===== src/rtl/sensor_report_pkg.sv =====
// sensor_report_pkg: shared FSM state, ASCII constants and frame sizing helpers
package sensor_report_pkg;
   typedef enum logic [1:0] {IDLE, LOAD, CONV, SEND} state_t;
   localparam logic [7:0] COLON = 8'h3A;
   localparam logic [7:0] CR    = 8'h0D;
   localparam logic [7:0] LF    = 8'h0A;
   localparam logic [7:0] ZERO  = 8'h30;
   function automatic int frame_len(input int digits);
      return digits + 4;
   endfunction
   function automatic longint pow10(input int digits);
      longint p = 1;
      for (int i = 0; i < digits; i++) p = p * 10;
      return p;
   endfunction
endpackage


===== src/rtl/bin2bcd_seq.sv =====
// bin2bcd_seq: sequential double-dabble converter, one bit per cycle
module bin2bcd_seq #(
   parameter int DATA_W = 12,
   parameter int DIGITS = 4
) (
   input  logic                  clk,
   input  logic                  rst,
   input  logic                  start,
   input  logic [DATA_W-1:0]     value,
   output logic                  done,
   output logic [4*DIGITS-1:0]   bcd
);
   localparam int CW = $clog2(DATA_W + 1);
   logic                run_q, run_d;
   logic [CW-1:0]       cnt_q, cnt_d;
   logic [DATA_W-1:0]   sh_q, sh_d;
   logic [4*DIGITS-1:0] bcd_q, bcd_d, adj;
   // Load on start, then one add-3/shift step per cycle; done flags the final step
   always_comb begin
      adj = bcd_q;
      for (int d = 0; d < DIGITS; d++)
         adj[4*d +: 4] = (bcd_q[4*d +: 4] >= 4'd5) ? bcd_q[4*d +: 4] + 4'd3 : bcd_q[4*d +: 4];
      done = run_q && cnt_q == CW'(DATA_W - 1);
      run_d = start | (run_q & ~done);
      cnt_d = start ? '0 : cnt_q + CW'(run_q);
      {bcd_d, sh_d} = start ? {{4*DIGITS{1'b0}}, value} : run_q ? ({adj, sh_q} << 1) : {bcd_q, sh_q};
   end
   // Converter state registers
   always_ff @(posedge clk or negedge rst)
      if (!rst) begin
         run_q <= 1'b0;
         cnt_q <= '0;
         sh_q  <= '0;
         bcd_q <= '0;
      end else begin
         run_q <= run_d;
         cnt_q <= cnt_d;
         sh_q  <= sh_d;
         bcd_q <= bcd_d;
      end
   assign bcd = bcd_q;
endmodule


===== src/rtl/sensor_report_tx.sv =====
// sensor_report_tx: round-robin multi-channel sensor value to ASCII UART frame sender
module sensor_report_tx
   import sensor_report_pkg::*;
#(
   parameter int         N_CH     = 2,
   parameter int         DATA_W   = 12,
   parameter int         DIGITS   = 4,
   parameter logic [7:0] TAG_BASE = 8'h41
) (
   input  logic                     clk,
   input  logic                     rst,
   input  logic [N_CH-1:0]          i_done,
   input  logic [N_CH*DATA_W-1:0]   i_data,
   input  logic                     i_tx_full,
   output logic                     o_push,
   output logic [7:0]               o_tx_data,
   output logic                     o_busy,
   output logic [N_CH-1:0]          o_drop
);
   localparam int     PW  = (N_CH > 1) ? $clog2(N_CH) : 1;
   localparam int     FL  = frame_len(DIGITS);
   localparam int     IW  = $clog2(FL + 1);
   localparam longint LIM = pow10(DIGITS);
   state_t              state_q, state_d;
   logic [N_CH-1:0]     pending_q, pending_d, take;
   logic [DATA_W-1:0]   shadow_q [N_CH];
   logic [DATA_W-1:0]   shadow_d [N_CH];
   logic [PW-1:0]       ptr_q, ptr_d, gnt;
   logic [IW-1:0]       idx_q, idx_d;
   logic [DATA_W-1:0]   sat;
   logic                conv_done, last;
   logic [4*DIGITS-1:0] bcd;
   logic [3:0]          dig;
   // Round-robin grant starting after the last served channel, plus saturation of the granted value
   always_comb begin
      gnt = ptr_q;
      for (int i = N_CH; i >= 1; i--)
         if (pending_q[(int'(ptr_q) + i) % N_CH]) gnt = PW'((int'(ptr_q) + i) % N_CH);
      sat = (64'(shadow_q[gnt]) >= LIM) ? DATA_W'(LIM - 1) : shadow_q[gnt];
   end
   // Shadow capture and pending bookkeeping; a fresh sample arriving during its own grant stays pending
   always_comb begin
      take = '0;
      pending_d = pending_q;
      o_drop = '0;
      for (int k = 0; k < N_CH; k++) begin
         take[k] = state_q == LOAD && int'(gnt) == k;
         pending_d[k] = i_done[k] | (pending_q[k] & ~take[k]);
         shadow_d[k] = i_done[k] ? i_data[k*DATA_W +: DATA_W] : shadow_q[k];
         o_drop[k] = i_done[k] & pending_q[k] & ~take[k];
      end
      ptr_d = (state_q == LOAD) ? gnt : ptr_q;
   end
   // Next-state logic; IDLE looks at incoming pulses so LOAD follows the capture edge directly
   always_comb begin
      state_d = state_q;
      case (state_q)
         IDLE:    if (|(pending_q | i_done)) state_d = LOAD;
         LOAD:    state_d = CONV;
         CONV:    if (conv_done) state_d = SEND;
         SEND:    if (last) state_d = IDLE;
         default: state_d = IDLE;
      endcase
   end
   // Frame byte selection and push handshake; byte index only moves on an accepted push
   always_comb begin
      dig = '0;
      for (int d = 0; d < DIGITS; d++)
         if (int'(idx_q) == DIGITS + 1 - d) dig = bcd[4*d +: 4];
      o_push = (state_q == SEND) & ~i_tx_full;
      o_busy = state_q != IDLE;
      o_tx_data = (state_q != SEND)              ? 8'h00 :
                  (idx_q == '0)                  ? TAG_BASE + 8'(ptr_q) :
                  (int'(idx_q) == 1)             ? COLON :
                  (int'(idx_q) == DIGITS + 2)    ? CR :
                  (int'(idx_q) == DIGITS + 3)    ? LF : ZERO + {4'h0, dig};
      last = o_push && int'(idx_q) == FL - 1;
      idx_d = (state_q != SEND) ? '0 : idx_q + IW'(o_push);
   end
   // State registers
   always_ff @(posedge clk or negedge rst)
      if (!rst) begin
         state_q   <= IDLE;
         pending_q <= '0;
         ptr_q     <= PW'(N_CH - 1);
         idx_q     <= '0;
         for (int k = 0; k < N_CH; k++) shadow_q[k] <= '0;
      end else begin
         state_q   <= state_d;
         pending_q <= pending_d;
         ptr_q     <= ptr_d;
         idx_q     <= idx_d;
         shadow_q  <= shadow_d;
      end
   bin2bcd_seq #(.DATA_W(DATA_W), .DIGITS(DIGITS)) u_conv (
      .clk   (clk),
      .rst   (rst),
      .start (state_q == LOAD),
      .value (sat),
      .done  (conv_done),
      .bcd   (bcd)
   );
endmodule


===== config.mk =====
export PLATFORM = sky130hd
export DESIGN_NAME = sensor_report_tx
export DESIGN_NICKNAME = d
export VERILOG_FILES = /design/src/rtl/sensor_report_pkg.sv /design/src/rtl/bin2bcd_seq.sv /design/src/rtl/sensor_report_tx.sv
export SDC_FILE = /design/constraint.sdc
export NUM_CORES = 1
export LEC_CHECK = 0
export BUFFER_PORTS_ARGS = -buffer_cell sky130_fd_sc_hd__buf_2
export CAP_MARGIN = 40
export CORE_MARGIN = 4
export CORE_UTILIZATION = 53
export CTS_CLUSTER_SIZE = 8
export DETAILED_ROUTE_END_ITERATION = 8
export PLACE_DENSITY_LB_ADDON = 0.1
export SLEW_MARGIN = 10
export SYNTH_ARGS = -nofsm -noshare
export SYNTH_HDL_FRONTEND = slang
export SYNTH_HIERARCHICAL = 1
export SYNTH_SLANG_ARGS = --single-unit

===== constraint.sdc =====
create_clock -name clk -period 1.6 [get_ports clk]
set_clock_uncertainty 0.2 [all_clocks]
set_input_delay 0.32 -clock clk [delete_from_list [all_inputs] [get_ports clk]]
set_output_delay 0.32 -clock clk [all_outputs]
set_load 0.1 [all_outputs]

==> impl_metrics.py <==
metrics = {
    "outcome": {
        "status": "finished with violations",
        "failed_checks": "negative setup slack",
    },
    "critical_path": {
        "end_kind": "primary output",
        "path_cells": "buf_4 -> mux2i_1 -> o21ai_1 -> a211oi_2 -> a211oi_4 -> buf_12",
        "cp.arrival_ps": 1810,
        "required_ps": 1080,
        "crit_family": "compound AO/OA/AOI/OAI gates",
        "critPathMaxStageDelay_ps": 430,
        "crit_buf_inv": 2,
        "r2r_slack_ps": -480,
        "slowest_stage": "dfrtp_2",
        "start_kind": "flip-flop",
        "cp_max_fo": 3,
        "setup.worst_path.class": "reg -> out",
    },
    "die": {
        "die_y_um": 90.3,
        "placementRows": 29,
        "core-area_mm2": 0.00646,
        "die_area_mm2": 0.00816,
        "initial_core_util_pct": 55.6,
        "die_w_um": 90.3,
        "io-pin-count": 41,
    },
    "global_route": {
        "grt_max_degree": 41,
        "grtUsageTotal_pct": 26.9,
        "antenna_found_initial": 0,
        "grt_first_pass_wirelength_mm": 17.4,
        "grt_overflow": 0,
        "grt_pass1_vias": 3515,
    },
    "hold_path": {
        "hp-class": "in -> reg",
    },
    "cells_and_area": {
        "diodes": 0,
        "layout.cells.non_filler": 567,
        "area_growth_pct": 65.1,
        "seq_area_mm2": 0.00166,
        "drive_gt1_share_pct": 60.0,
        "n_fill_cell": 214,
        "fin_util_pct": 91.8,
        "multi_input_area_mm2": 0.00241,
        "final_nets": 531,
    },
    "yosys": {
        "syn_avg_cell_area_um2": 10.6,
        "synth-simple-area-share_pct": 12.3,
        "ys_ff_latch": 66,
        "synth_ff_type": "dfrtp_1",
        "synth_compound_gate_area_share_pct": 13.4,
        "synth_seq_area_share_pct": 46.0,
        "synthArstFlopShare_pct": 100,
        "yosys-mux-area-fraction_pct": 15.6,
        "synth_area_mm2": 0.00359,
        "synth_top_family_by_area": "multiplexers",
        "syn_nets": 385,
        "synthCells": 339,
        "synthXorXnorAreaFrac_pct": 1.46,
        "yosys.area_share.adder_pct": 5.92,
        "synth_warnings": 6,
        "synth_edf_count": 0,
        "ys_types": 52,
    },
    "place": {
        "place_congestion": 0.826,
        "hpwl_mm": 5.91,
        "dp_cells": 506,
        "io_buffers": 39,
        "place_ws_ps": -317,
    },
    "clock_network": {
        "cts_tree": "yes",
        "cts-root-buf": "clkbuf_8",
        "htreeDepth": 3,
        "cts_sinks": 66,
        "clkTransAtPathRegs_ps": 70,
        "cts_buffer_depth": 2,
        "clkLatencyLatePin_ps": 360,
        "numCtsBuffers": 9,
    },
    "job": {
        "maxCapViolCount": 0,
    },
    "routing": {
        "ant_nets": 0,
        "num_vias": 3632,
        "firstDrtPassIters": 5,
        "wl_per_cell_um": 25.5,
        "avgViaCountPerCell": 6.41,
        "drc": 0,
        "drt_iter0_markers": 490,
        "routed_wl_mm": 14.4,
    },
    "timing": {
        "hold_viol": 0,
        "slew_viol_final": 0,
        "period_needed_ps": 2330,
        "setup_tns_ps": -14530,
        "setup_viol": 41,
        "max_clock_freq_mhz": 430,
        "hold_ws_ps": 9.99,
        "fin_crit_sh_pct": 145,
        "fin_ws_ps": -725,
        "rsz0062_at_grt": "true",
    },
    "pwr": {
        "peakVddDrop_mv": 1.50,
        "pwr_density_cell_mw_per_mm2": 1950,
        "cellLeakagePower_uw": 0.00267,
    },
}
## power breakdown
| group | internal [uW] | leakage [uW] | total (uW) | switching, uW |
|---|---|---|---|---|
| Combinational | 3580 | 0.00178 | 7440 | 3860 |
| Clock | 717 | 0.0000893 | 1450 | 736 |
| Sequential | 2160 | 0.000800 | 2680 | 518 |
| Total | 6460 | 0.00267 | 11600 | 5110 |
## synthesized netlist by cell type (all sizes together), types with 3 or more instances
library cell  instances  area, um2
a21oi                13       65.1
o311ai                4       35.0
o21ai                27        135
inv                  19       71.3
mux2                 38        432
nor3                  4       20.0
nor2b                 6       37.5
clkbuf                6       22.5
nand3                 9       50.1
nand2b               10       62.6
o32ai                 3       26.3
ha                   17        213
a22oi                 3       22.5
nand2                28        105
buf                  14       90.1
dfrtp                65       1630
mux2i                13        130
xor2                  4       35.0
a211oi                4       35.0
o21a                  3       22.5
nand4                 4       25.0
and2                  5       31.3
a31oi                 3       18.8
or4                   3       22.5
nor2                  9       33.8
## worst paths after layout
check | depth (start not counted) | from | endpoint
worst max-delay path | 6 | idx_q[0] | o_tx_data[1]
worst min register to register | 1 | shadow_q[4] | shadow_q[4]
worst max register to register | 9 | ptr_q | u_conv/sh_q[2]
min in group asynchronous | 2 | rst | u_conv/bcd[15]
max in group asynchronous | 3 | rst | ptr_q
worst min-delay path | 2 | i_data[10] | shadow_q[22]
## layout by cell type (no fill, tap or decap), types with 8 or more instances in the layout
cell type / count
buf_4: 64
dfrtp_1: 57
buf_2: 28
buf_6: 27
mux2_2: 21
dlygate4sd3_1: 18
buf_12: 16
mux2_4: 14
mux2i_1: 13
nand2_1: 12
o21ai_1: 12
nand2_2: 12
ha_4: 11
inv_1: 10
nor2_1: 9
clkbuf_8: 9
dfrtp_2: 8
## logic make-up (layout without fill, tap and decap cells)
kind of cell	count (synthesis)	after routing
AO/OA/AOI/OAI	72	72
buffers and inverters	40	191
adder cells (fa/ha/maj)	17	17
XOR/XNOR	6	6
flip-flops	66	66
multiplexers	51	51
AND/OR/NAND/NOR	86	86
other	1	1
## worst register-to-register path: stages, from the launching register on
cell     delay [ps]
dfstp_2         590
buf_6           120
o21ai_4          80
buf_6           130
buf_6           120
buf_12          120
buf_12          130
mux2_4          310
nand2_2          70
o21ai_1          70
## layout make-up
cell class                 instances  share of cell area [%]
clock buffer                      11                    2.21
clock inverter                     5                   0.928
inverter                          20                    1.84
multi-input combinational        233                    40.6
sequential                        66                    28.0
tap                               77                    1.62
timing repair buffer             155                    24.7
## repair_timing
| item | in CTS | in global routing |
|---|---|---|
| setup buffers | 14 | 18 |
| pin swaps | 19 | 28 |
| cloned | 1 | 0 |
| endpoints found under the setup margin | 37 | 49 |
| gates resized for setup | 60 | 81 |
| hold buffers | 17 | 1 |
| endpoints found under the hold margin | 81 | 1 |
## state kept, by name, summed over array words and instances (netlist names)
signal and count:
pending_q 2, ptr_q 1, u_conv/cnt_q 4, state_q 2, shadow_q 24, u_conv/bcd 16
u_conv/sh_q 12, u_conv/run_q 1, idx_q 4
## metal layers
layer / wire length (um) / part of all wire, % / up-vias / track usage (%)
met5: 0 / 0 / - / 0
met4: 991 / 6.9 / 0 / 14.9
met3: 1120 / 7.7 / 89 / 4.83
met2: 7170 / 50 / 270 / 46.9
met1: 5150 / 36 / 1781 / 31.1
li1: - / - / 1492 / -
## stage by stage
stage                     total power (uW)  instance area (um2)
after floorplan                       5790                 3910
after global placement                7290                 4750
after detailed placement              7470                 4750
after CTS                             9770                 5490
after global routing                 11900                 5930
final                                11600                 5930
Power figures use the tool's default switching activity.
